--- config.mk ---
export PLATFORM = sky130hd
export DESIGN_NAME = display_bin_7seg_flat
export DESIGN_NICKNAME = d
export VERILOG_FILES = /design/src/rtl/display_bin_7seg_pkg.sv /design/src/rtl/display_bin_7seg_if.sv /design/src/rtl/display_bin_7seg_seg7_decoder.sv /design/src/rtl/display_bin_7seg.sv /design/src/flat_wrapper.sv
export SDC_FILE = /design/constraint.sdc
export NUM_CORES = 1
export LEC_CHECK = 0
export BUFFER_PORTS_ARGS = -buffer_cell sky130_fd_sc_hd__buf_4
export CAP_MARGIN = 30
export CORE_MARGIN = 2
export CORE_UTILIZATION = 45
export DETAILED_ROUTE_END_ITERATION = 12
export GPL_TIMING_DRIVEN = 0
export PLACE_DENSITY = 0.61
export SKIP_CTS_REPAIR_TIMING = 1
export SLEW_MARGIN = 10
export SYNTH_ARGS = -nofsm -noshare
export SYNTH_HDL_FRONTEND = slang
export SYNTH_SLANG_ARGS = --single-unit
--- constraint.sdc ---
create_clock -name clk -period 2.87 [get_ports clk]
set_clock_uncertainty 0.05 [all_clocks]
set_input_delay 0.287 -clock clk [delete_from_list [all_inputs] [get_ports clk]]
set_output_delay 0.287 -clock clk [all_outputs]
set_load 0.005 [all_outputs]
--- src/rtl/display_bin_7seg_pkg.sv ---
// ---------------------------------------------------------------------------
// display_bin_7seg_pkg
// Shared definitions for the binary-to-decimal 7-segment display block:
// active-low segment codes for the decimal digits, anode patterns, the
// digit-slot state type, and a helper that splits a 0..15 value into
// decimal tens/ones digits.
// ---------------------------------------------------------------------------
package display_bin_7seg_pkg;

    // Segment codes are {g,f,e,d,c,b,a}, active-low (0 = lit)
    localparam logic [6:0] SEG_BLANK = 7'h7F;
    localparam logic [6:0] SEG_0     = 7'h40;
    localparam logic [6:0] SEG_1     = 7'h79;
    localparam logic [6:0] SEG_2     = 7'h24;
    localparam logic [6:0] SEG_3     = 7'h30;
    localparam logic [6:0] SEG_4     = 7'h19;
    localparam logic [6:0] SEG_5     = 7'h12;
    localparam logic [6:0] SEG_6     = 7'h02;
    localparam logic [6:0] SEG_7     = 7'h78;
    localparam logic [6:0] SEG_8     = 7'h00;
    localparam logic [6:0] SEG_9     = 7'h10;

    // Anode patterns, active-low; bit 0 is the rightmost digit
    localparam logic [3:0] AN_OFF  = 4'hF;
    localparam logic [3:0] AN_ONES = 4'b1110;
    localparam logic [3:0] AN_TENS = 4'b1101;

    // Four equal time slots; only the first two drive a digit, which keeps
    // each digit at a constant quarter duty cycle
    typedef enum logic [1:0] {
        S0_ONES = 2'd0,
        S1_TENS = 2'd1,
        S2_IDLE = 2'd2,
        S3_IDLE = 2'd3
    } slot_t;

    typedef struct packed {
        logic       tens;
        logic [3:0] ones;
    } digits_t;

    // Advance to the following slot, wrapping after the last idle slot
    function automatic slot_t nextSlot(input slot_t s);
        slot_t n;
        n = S0_ONES;
        case (s)
            S0_ONES: n = S1_TENS;
            S1_TENS: n = S2_IDLE;
            S2_IDLE: n = S3_IDLE;
            default: n = S0_ONES;
        endcase
        return n;
    endfunction

    // A 4-bit value never exceeds 15, so the tens digit is a single bit
    function automatic digits_t splitDigits(input logic [3:0] value);
        digits_t d;
        d.tens = (value >= 4'd10);
        d.ones = d.tens ? (value - 4'd10) : value;
        return d;
    endfunction

endpackage

--- src/rtl/display_bin_7seg_if.sv ---
// ---------------------------------------------------------------------------
// display_bin_7seg_if
// Bundles the decoder-facing value input and the display pin outputs.
//   bin : 4-bit binary value from the Gray decoder
//   seg : segments {g,f,e,d,c,b,a}, active-low
//   an  : digit anodes, active-low, an[0] = rightmost digit
//   dp  : decimal point, active-low (held off)
// master: the side producing bin and watching the pins
// slave : the display driver
// ---------------------------------------------------------------------------
interface display_bin_7seg_if;

    logic [3:0] bin;
    logic [6:0] seg;
    logic [3:0] an;
    logic       dp;

    modport master (
        output bin,
        input  seg,
        input  an,
        input  dp
    );

    modport slave (
        input  bin,
        output seg,
        output an,
        output dp
    );

endinterface

--- src/rtl/display_bin_7seg_seg7_decoder.sv ---
// ---------------------------------------------------------------------------
// seg7_decoder
// Combinational decimal digit to active-low 7-segment pattern.
//   i_digit : digit 0..9 (codes above 9 give a dark display)
//   o_seg   : segments {g,f,e,d,c,b,a}, active-low
// ---------------------------------------------------------------------------
module seg7_decoder
    import display_bin_7seg_pkg::*;
(
    input  logic [3:0] i_digit,
    output logic [6:0] o_seg
);

    // Standard digit table; anything outside 0..9 stays dark rather than
    // showing a misleading pattern
    always_comb begin
        o_seg = SEG_BLANK;
        case (i_digit)
            4'd0:    o_seg = SEG_0;
            4'd1:    o_seg = SEG_1;
            4'd2:    o_seg = SEG_2;
            4'd3:    o_seg = SEG_3;
            4'd4:    o_seg = SEG_4;
            4'd5:    o_seg = SEG_5;
            4'd6:    o_seg = SEG_6;
            4'd7:    o_seg = SEG_7;
            4'd8:    o_seg = SEG_8;
            4'd9:    o_seg = SEG_9;
            default: o_seg = SEG_BLANK;
        endcase
    end

endmodule

--- src/rtl/display_bin_7seg.sv ---
// ---------------------------------------------------------------------------
// display_bin_7seg
// Shows a 4-bit binary value as a decimal number 0..15 on a 4-digit
// common-anode 7-segment display. The input is sampled at a slow rate so
// the digits do not flicker, then the two used digits are time-multiplexed
// with a dark gap at the start of every slot to suppress ghosting.
//   clk   : system clock
//   rst_n : asynchronous reset, active-low
//   disp  : slave side of display_bin_7seg_if (bin in; seg/an/dp out)
// ---------------------------------------------------------------------------
module display_bin_7seg
    import display_bin_7seg_pkg::*;
#(
    parameter int unsigned SAMPLE_LIMIT  = 24_999_999,
    parameter int unsigned REFRESH_LIMIT = 99_999,
    parameter int unsigned BLANK_CYCLES  = 1_000,
    parameter bit          BLANK_LEADING = 1'b1
)(
    input  logic              clk,
    input  logic              rst_n,
    display_bin_7seg_if.slave disp
);

    localparam int SAMPLE_W  = (SAMPLE_LIMIT  > 0) ? $clog2(SAMPLE_LIMIT  + 1) : 1;
    localparam int REFRESH_W = (REFRESH_LIMIT > 0) ? $clog2(REFRESH_LIMIT + 1) : 1;

    logic [SAMPLE_W-1:0]  r_sampleCnt;
    logic [3:0]           r_shown;
    logic [REFRESH_W-1:0] r_refreshCnt;
    slot_t                r_slot;
    logic [6:0]           r_seg;
    logic [3:0]           r_an;

    digits_t              w_digits;
    logic                 w_blank;
    logic [3:0]           w_anNext;
    logic [3:0]           w_digit;
    logic [6:0]           w_segDigit;

    // Slow sampler: the displayed value only changes once per sample period,
    // captured on the same edge the counter wraps
    always_ff @(posedge clk or negedge rst_n) begin
        if (!rst_n) begin
            r_sampleCnt <= '0;
            r_shown     <= 4'd0;
        end else if (r_sampleCnt == SAMPLE_W'(SAMPLE_LIMIT)) begin
            r_sampleCnt <= '0;
            r_shown     <= disp.bin;
        end else begin
            r_sampleCnt <= r_sampleCnt + SAMPLE_W'(1);
        end
    end

    assign w_digits = splitDigits(r_shown);
    assign w_blank  = (r_refreshCnt < REFRESH_W'(BLANK_CYCLES));

    // Pick the anode and digit for the current slot. A slot boundary always
    // falls inside the dark window, so a freshly captured value never
    // appears half-way through a digit's on-time.
    always_comb begin
        w_anNext = AN_OFF;
        w_digit  = 4'd0;
        if (!w_blank) begin
            case (r_slot)
                S0_ONES: begin
                    w_anNext = AN_ONES;
                    w_digit  = w_digits.ones;
                end
                S1_TENS: begin
                    if (w_digits.tens || !BLANK_LEADING) begin
                        w_anNext = AN_TENS;
                        w_digit  = {3'b000, w_digits.tens};
                    end
                end
                default: begin
                    w_anNext = AN_OFF;
                end
            endcase
        end
    end

    seg7_decoder u_seg7 (
        .i_digit (w_digit),
        .o_seg   (w_segDigit)
    );

    // Scan state machine: slot timer, slot sequencing and the registered pin
    // drivers. Reset darkens the pins immediately and restarts at the ones
    // slot inside its dark window.
    always_ff @(posedge clk or negedge rst_n) begin
        if (!rst_n) begin
            r_refreshCnt <= '0;
            r_slot       <= S0_ONES;
            r_an         <= AN_OFF;
            r_seg        <= SEG_BLANK;
        end else begin
            if (r_refreshCnt == REFRESH_W'(REFRESH_LIMIT)) begin
                r_refreshCnt <= '0;
                r_slot       <= nextSlot(r_slot);
            end else begin
                r_refreshCnt <= r_refreshCnt + REFRESH_W'(1);
            end
            r_an  <= w_anNext;
            r_seg <= (w_anNext == AN_OFF) ? SEG_BLANK : w_segDigit;
        end
    end

    assign disp.seg = r_seg;
    assign disp.an  = r_an;
    assign disp.dp  = 1'b1;

endmodule
--- src/flat_wrapper.sv ---
// flat-port wrapper written by rule: the top's interface ports become plain ports
module display_bin_7seg_flat import display_bin_7seg_pkg::*;
#(
    parameter int unsigned SAMPLE_LIMIT  = 24_999_999,
    parameter int unsigned REFRESH_LIMIT = 99_999,
    parameter int unsigned BLANK_CYCLES  = 1_000,
    parameter bit          BLANK_LEADING = 1'b1
)
  (clk, rst_n, disp_bin, disp_seg, disp_an, disp_dp);
  display_bin_7seg_if disp_i ();
  input  logic clk;
  input  logic rst_n;
  input wire logic [$bits(disp_i.bin)-1:0] disp_bin;
  output wire logic [$bits(disp_i.seg)-1:0] disp_seg;
  output wire logic [$bits(disp_i.an)-1:0] disp_an;
  output wire logic [$bits(disp_i.dp)-1:0] disp_dp;
  assign disp_i.bin = disp_bin;
  assign disp_seg = disp_i.seg;
  assign disp_an = disp_i.an;
  assign disp_dp = disp_i.dp;
  display_bin_7seg #(.SAMPLE_LIMIT(SAMPLE_LIMIT), .REFRESH_LIMIT(REFRESH_LIMIT), .BLANK_CYCLES(BLANK_CYCLES), .BLANK_LEADING(BLANK_LEADING)) u_core (.clk(clk), .rst_n(rst_n), .disp(disp_i));
endmodule
==> results of run 1 <==
synthesized netlist by cell type, drive strengths merged:
master and n:
nand3b 1, and2 2, nor2b 2, and3 4
o221a 1, nor4b 2, mux2i 3, inv 11
conb 1, and4b 1, mux2 5, nor3 4
o31a 1, a21oi 15, buf 6, a21o 3
a211o 2, or4 4, nand4 9, a31o 1
o21a 2, nor4 2, o31ai 4, or3 7
nor2 19, ha 11, dfstp 9, nand2 23
xor2 16, o21bai 1, o211ai 4, clkbuf 7
xnor2 11, dfrtp 48, nand2b 4, nand3 26
o21ai 12, and4 7, o32ai 1, nor3b 1
logic make-up (layout without fill, tap and decap cells):
| group | Yosys count | after routing |
|---|---|---|
| AO/OA/AOI/OAI | 47 | 47 |
| multiplexers | 8 | 8 |
| flip-flops | 57 | 57 |
| other | 1 | 3 |
| XOR/XNOR | 27 | 27 |
| AND/OR/NAND/NOR | 118 | 118 |
| adder cells (fa/ha/maj) | 11 | 11 |
| buffers and inverters | 24 | 54 |
routing by layer:
layer | wire length, um | share of wire (%) | GRT usage (%) | up-vias
li1 | - | - | - | 1099
met1 | 2800 | 51 | 24.1 | 1036
met2 | 2400 | 43 | 25.9 | 41
met3 | 228 | 4.1 | 3.50 | 10
met4 | 102 | 1.8 | 7.79 | 0
met5 | 0 | 0 | 0 | -
flip-flops by register name, summed over array words and instances, names as in the netlist:
| signal | flops |
|---|---|
| u_core.disp.an | 2 |
| u_core.r_slot | 2 |
| u_core.r_shown | 4 |
| u_core.r_refreshCnt | 17 |
| u_core.disp.seg | 7 |
| u_core.r_sampleCnt | 25 |
worst min path at each step:
| stage | slack, ns | endpoint | startpoint | cells after the start |
|---|---|---|---|---|
| finish | -0.05 | u_core.r_refreshCnt[6] | rst_n | 1 |
| global route | 0.02 | u_core.r_refreshCnt[15] | rst_n | 1 |
| CTS | -0.02 | u_core.r_refreshCnt[6] | rst_n | 1 |
| detailed placement | 0.34 | u_core.r_refreshCnt[6] | rst_n | 1 |
| global placement | 0.35 | u_core.r_refreshCnt[8] | rst_n | 1 |
| floorplan | -0.06 | u_core.r_refreshCnt[0] | rst_n | 0 |
cell type report:
type | instances | share of cell area, %
well taps | 77 | 2.84
inverters | 11 | 1.22
plain buffers | 13 | 2.06
clock buffers | 14 | 5.09
clock inverters | 2 | 1.03
repair buffers | 14 | 3.10
flip-flops and latches | 57 | 42.4
multi-input cells | 214 | 42.3
report_power, final:
| group | total, uW | switching [uW] | internal [uW] |
|---|---|---|---|
| logic | 23.6 | 16.8 | 6.80 |
| registers | 804 | 0 | 804 |
| clock network | 779 | 307 | 472 |
| total | 1610 | 324 | 1280 |
worst max-delay path, stage by stage, from the launching register on:
cell and delay [ns]:
dfrtp_1 0.41, nor4_1 0.44, o211ai_1 0.35, nand2_1 0.27
a21o_1 0.15, ha_1 0.19, nand2_1 0.06, or3_1 0.30
a31o_2 0.24
cell usage in the layout, fill, tap and decap left out, types with 2 or more instances in the layout:
cell	Yosys	final
nor2_1	18	18
ha_1	11	11
o21a_1	2	2
a21oi_1	15	15
conb_1	1	3
mux2i_1	3	3
clkbuf_1	7	9
o211ai_1	4	4
nand4_1	8	8
buf_2	2	2
mux2_2	5	5
nor4b_1	2	2
nand2_1	22	22
nor3_1	4	4
or4_1	4	4
a211o_1	2	2
dfstp_2	9	9
nand2b_1	4	4
or3_1	7	7
dfrtp_1	48	48
a21o_1	3	3
clkbuf_8	0	12
inv_1	11	11
xnor2_1	11	11
o21ai_0	12	12
and2_1	2	2
and3_1	4	4
and4_1	7	7
xor2_1	16	16
buf_4	3	17
o31ai_1	4	4
nand3_1	26	26
nor2b_1	2	2
through the flow:
stage,hold WS [ns],instance area [um2],setup slack [ns],instances
2_1_floorplan,-0.0586,2990,0.782,295
3_3_place_gp,0.350,3190,0.362,386
3_5_place_dp,0.344,3190,0.351,386
4_1_cts,-0.0188,3390,0.341,402
5_1_grt,0.0194,3390,0.142,402
6_report,-0.0485,3390,0.339,402
==> flow_summary.toml, run 1 <==
[run_status]
status = "finished with violations"
violations = "hold timing"

[route]
drtIter0Drc = 105
viasPerCell = 5.44
wl_um = 5530
ant_nets = 0
wl_per_cell_um = 13.8
drcViolationCount = 0
dr.pass1.iters = 4
vias = 2186

[sta]
hold_viol_final = 48
final_max_slew_viol_count = 0
finalSetupViolCount = 0
finalCritPeriodShare_pct = 88.2
slew_headroom_pct = 52.5
worstMarginPinSlew_ns = 0.712
period_needed_ns = 2.53
clock.fmax_mhz = 395
rsz0062_at_grt = "no"
holdWs_ns = -0.0485
tns_ns = 0

[yosys]
synth_cells = 293
avgSynthCellArea_um2 = 10.2
synth_xor_area_share_pct = 7.94
yosys_warnings = 0
syn_area_mm2 = 0.00298
ys_types = 46
synthTopCellsByArea = "dfrtp_1 (40%), dfstp_2 (7.9%), xor2_1 (4.7%)"
synth.area.mux_share_pct = 2.90
yosys.area_share.simple_pct = 22.5
synth_fa_ha_area_share_pct = 4.62
synth_largest_area_cell = "dfrtp_1"
ys_seq_area_share_pct = 48.3
synth_compound_area_share_pct = 9.92
synth-seq-cells = 57
yosysTopAreaCellShare_pct = 40.3
synth_top_family_by_area = "simple AND/OR/NAND/NOR gates"

[die]
start_util_pct = 46.6
core_area_mm2 = 0.00639
dieArea_mm2 = 0.00728
num_rows = 29
top_level_ports = 18
dieHeight_um = 85.3
die-width_um = 85.3

[layout]
fillers = 602
layout.nets = 337
seqCellArea_mm2 = 0.00144
post-route-util_pct = 53.2
drive_gt1_share_pct = 16.6
syn_to_final_growth_pct = 14.0
multi_input_area_mm2 = 0.00144
diodes = 0

[critical_path]
cp-startpoint = "u_core.r_refreshCnt[11]"
critPathLaunchType = "flip-flop"
cp.arrival_ns = 2.74
endpoint_kind = "flip-flop"
r2r_cells = 8
crit_path_end = "u_core.disp.seg[4]"
r2r_slack_ns = 0.34
critical_path_class = "reg -> reg"
worstPathRequired_ns = 3.08
path_max_fanout = 5
r2r_end = "u_core.disp.seg[4]"
reg2reg_from = "u_core.r_refreshCnt[11]"

[cts]
clock_latency_ns = 0.33
cts_buffers = 9
clkSinkCount = 57
cts.path.max_buffers = 2
root_buffer = "clkbuf_8"
htreeDepth = 3
clk_pin_slew_ns = 0.06
cts_tree = "done"

[global_route]
antenna_found_initial = 0
grt_pass1_wl_um = 10000
grt_pass1_vias = 2167
grt_max_degree = 58
gr-total-overflow = 0
track_usage_pct = 17.2

[worst_hold_path]
hp-class = "in -> async"

[pwr]
ir_worst_vdd_mv = 0.344
p_per_area_mw_per_mm2 = 473
total_leakage_power_uw = 0.00150
power.total_uw = 1610

[job]
cap_viol_max_count = 0

[place]
routabilityCongestion = 0.812
dpl.hpwl_um = 3690
io_buffer_count = 14
(Power assumes the default switching activity.)
==> inputs of run 2 (changes only) <==
--- a/config.mk
+++ b/config.mk
@@ -5,8 +5,8 @@
 export SDC_FILE = /design/constraint.sdc
 export NUM_CORES = 1
 export LEC_CHECK = 0
+export ABC_AREA = 1
 export BUFFER_PORTS_ARGS = -buffer_cell sky130_fd_sc_hd__buf_4
-export CAP_MARGIN = 30
 export CORE_MARGIN = 2
 export CORE_UTILIZATION = 45
 export DETAILED_ROUTE_END_ITERATION = 12
==> run 2 against run 1 <==
  * The flow now finishes without violations
  * Area after synthesis is 16% higher
  * Sequential cell count stayed put
  * Register-to-register slack better by 0.36 ns
  * Cell count is 48% higher
  * Sequential power hardly changed
  * Die area is 15% higher
  * Synthesized cell count is 57% higher
  * Worst setup slack better by 0.36 ns
  * Combinational power is 6% higher
  * Design area is 15% higher
  * Worst hold slack better by 0.15 ns
  * Largest cell class is now multi-input combinational cells
  * Total power is 2.8% lower
==> flow_summary.toml, run 2 <==
[place]
dpl.hpwl_um = 5250
dpl_worst_slack_ns = 0.696
io_buffer_count = 14
routabilityCongestion = 0.857

[yosys]
synth_edf_count = 0
ys.flop_type = "dfrtp_1"
yosys_warnings = 0
synth_largest_area_cell = "dfrtp_1"
yosysTopAreaCellShare_pct = 34.8
synth_common_cells = "nand2_1 (101), nor2_1 (80), inv_1 (67)"
synth.most_common_cell = "nand2_1"
avgSynthCellArea_um2 = 7.48
syn_area_mm2 = 0.00345
synth-seq-cells = 57
ys_seq_area_share_pct = 41.7
ys_types = 39
async_reset_ff_share_pct = 100
synth_cells = 461
synthTopCellsByArea = "dfrtp_1 (35%), nand2_1 (11%), nor2_1 (8.7%)"

[global_route]
track_usage_pct = 18.2
grt_max_degree = 58
grt_pass1_wl_um = 12100
grt_pass1_vias = 2580
antenna_found_initial = 0
gr-total-overflow = 0

[run_status]
status = "complete, no violations"

[cts]
cts.path.max_buffers = 2
htreeDepth = 3
root_buffer = "clkbuf_8"
cts_buffers = 9
cts_tree = "done"
clock_latency_ns = 0.34
clkSinkCount = 57
clk_pin_slew_ns = 0.07

[route]
wl_per_cell_um = 11.7
dr.pass1.iters = 4
ant_nets = 0
drtIter0Drc = 132
wl_um = 6960
vias = 2808
viasPerCell = 4.74
drcViolationCount = 0

[die]
dieHeight_um = 91.6
start_util_pct = 47.1
die-width_um = 91.6
core_area_mm2 = 0.00733
dieArea_mm2 = 0.00838
num_rows = 31
top_level_ports = 18

[sta]
fin_ws_ns = 0.699
tns_ns = 0
worstMarginPinSlew_ns = 0.708
clock.fmax_mhz = 461
hold_viol_final = 0
slew_headroom_pct = 52.8
final_max_slew_viol_count = 0
rsz0062_at_grt = "no"
finalCritPeriodShare_pct = 75.7
finalSetupViolCount = 0
period_needed_ns = 2.17

[layout]
diodes = 0
layout.nets = 506
drive_gt1_share_pct = 15.8
final_common_cell = "nand2_1"
regMostFlops = "u_core.r_sampleCnt"
layout.cells.most_common_list = "nand2_1 (101), nor2_1 (80), inv_1 (67)"
syn_to_final_growth_pct = 12.8
largest_reg_flops = 25

[pwr]
p_per_area_mw_per_mm2 = 402
total_leakage_power_uw = 0.00188
pwr-share-seq_pct = 51.4
ir_worst_vdd_mv = 0.227
p_clk_share_pct = 46.9
p_sw_uw = 353
power_frac_comb_pct = 1.6
internal_power_uw = 1210
sw_frac_of_total_pct = 22.6

[critical_path]
critical_path_class = "reg -> reg"
endpoint_kind = "flip-flop"
cp_slowest_cell = "dfrtp_1"
r2r_cells = 11
critPathLaunchType = "flip-flop"
max_stage_delay_ns = 0.40
crit_top_cell = "inv_1"
path_max_fanout = 6
worstPathRequired_ns = 3.08
cp.arrival_ns = 2.38
crit_chain = "inv_1 -> ha_1 -> inv_1 -> nor3_1 -> nand2_1 -> inv_1 -> ha_1 -> inv_1 -> nand3_2 -> nand3_1 -> nand3_1"

[worst_hold_path]
hp-class = "in -> reg"
hold_path_depth = 3

[job]
cap_viol_max_count = 0
## run 2: worst paths after layout
check	startpoint	end	slack [ns]
setup / recovery	u_core.r_slot[1]	u_core.disp.seg[3]	0.70
hold / removal	disp_bin[0]	u_core.r_shown[0]	0.1
setup reg to reg	u_core.r_slot[1]	u_core.disp.seg[3]	0.70
hold reg to reg	u_core.r_refreshCnt[0]	u_core.r_refreshCnt[0]	0.41
max in group asynchronous	rst_n	u_core.r_sampleCnt[23]	1.80
min in group asynchronous	rst_n	u_core.r_sampleCnt[3]	0.49
## run 2: layout make-up
cell class / instances / area (um2)
Fill cell: 695 / 3440
Multi-Input combinational cell: 326 / 1690
Sequential cell: 57 / 1440
Inverter: 75 / 284
Clock buffer: 9 / 124
Tap cell: 99 / 124
Timing Repair Buffer: 15 / 115
Clock inverter: 7 / 71.3
Buffer: 5 / 47.5
## run 2: routing by layer
layer	GRT usage [%]	wire length, um
met5	0	0
met4	5.05	90
met1	24.9	3530
met3	5.98	250
met2	27.6	3090
## run 2: cells by family (layout without fill, tap and decap cells)
| family | Yosys count | in the layout | synth area share, % |
|---|---|---|---|
| and+or+nand+nor | 267 | 267 | 35.1 |
| buffers and inverters | 80 | 111 | 9.61 |
| DFF | 57 | 57 | 41.7 |
| AOI/OAI and AO/OA | 27 | 27 | 4.97 |
| xor gates and xnor gates | 18 | 18 | 4.57 |
| adders and majority gates | 11 | 11 | 3.99 |
| other | 1 | 3 | 0.109 |
## run 2: through the flow
stage | total power, uW | hold slack [ns] | cells | utilization (%) | instance area (um2)
floorplan | 823 | -0.0586 | 463 | - | 3460
global placement | 844 | 0.338 | 576 | 50.3 | 3690
detailed placement | 844 | 0.340 | 576 | 50.3 | 3690
CTS | 1590 | -0.0314 | 592 | 52.9 | 3880
global route | 1640 | 0.0835 | 593 | 53.1 | 3890
finish | 1560 | 0.0991 | 593 | 53.1 | 3890
## run 2: power by group through the flow
stage / sequential (uW) / clock (uW) / combinational (uW)
after global placement: 818 / 0 / 25.4
after detailed placement: 818 / 0 / 25.6
after CTS: 804 / 759 / 25.6
after floorplan: 819 / 0 / 3.82
final: 804 / 734 / 25.1
after global routing: 803 / 804 / 29.7
## run 2: worst max-delay path, delay by kind of cell, from the launching register on
kind	cells	cell delay (ns)
buffers and inverters	4	0.41
DFF	1	0.40
and+or+nand+nor	5	0.69
adders and majority gates	2	0.54
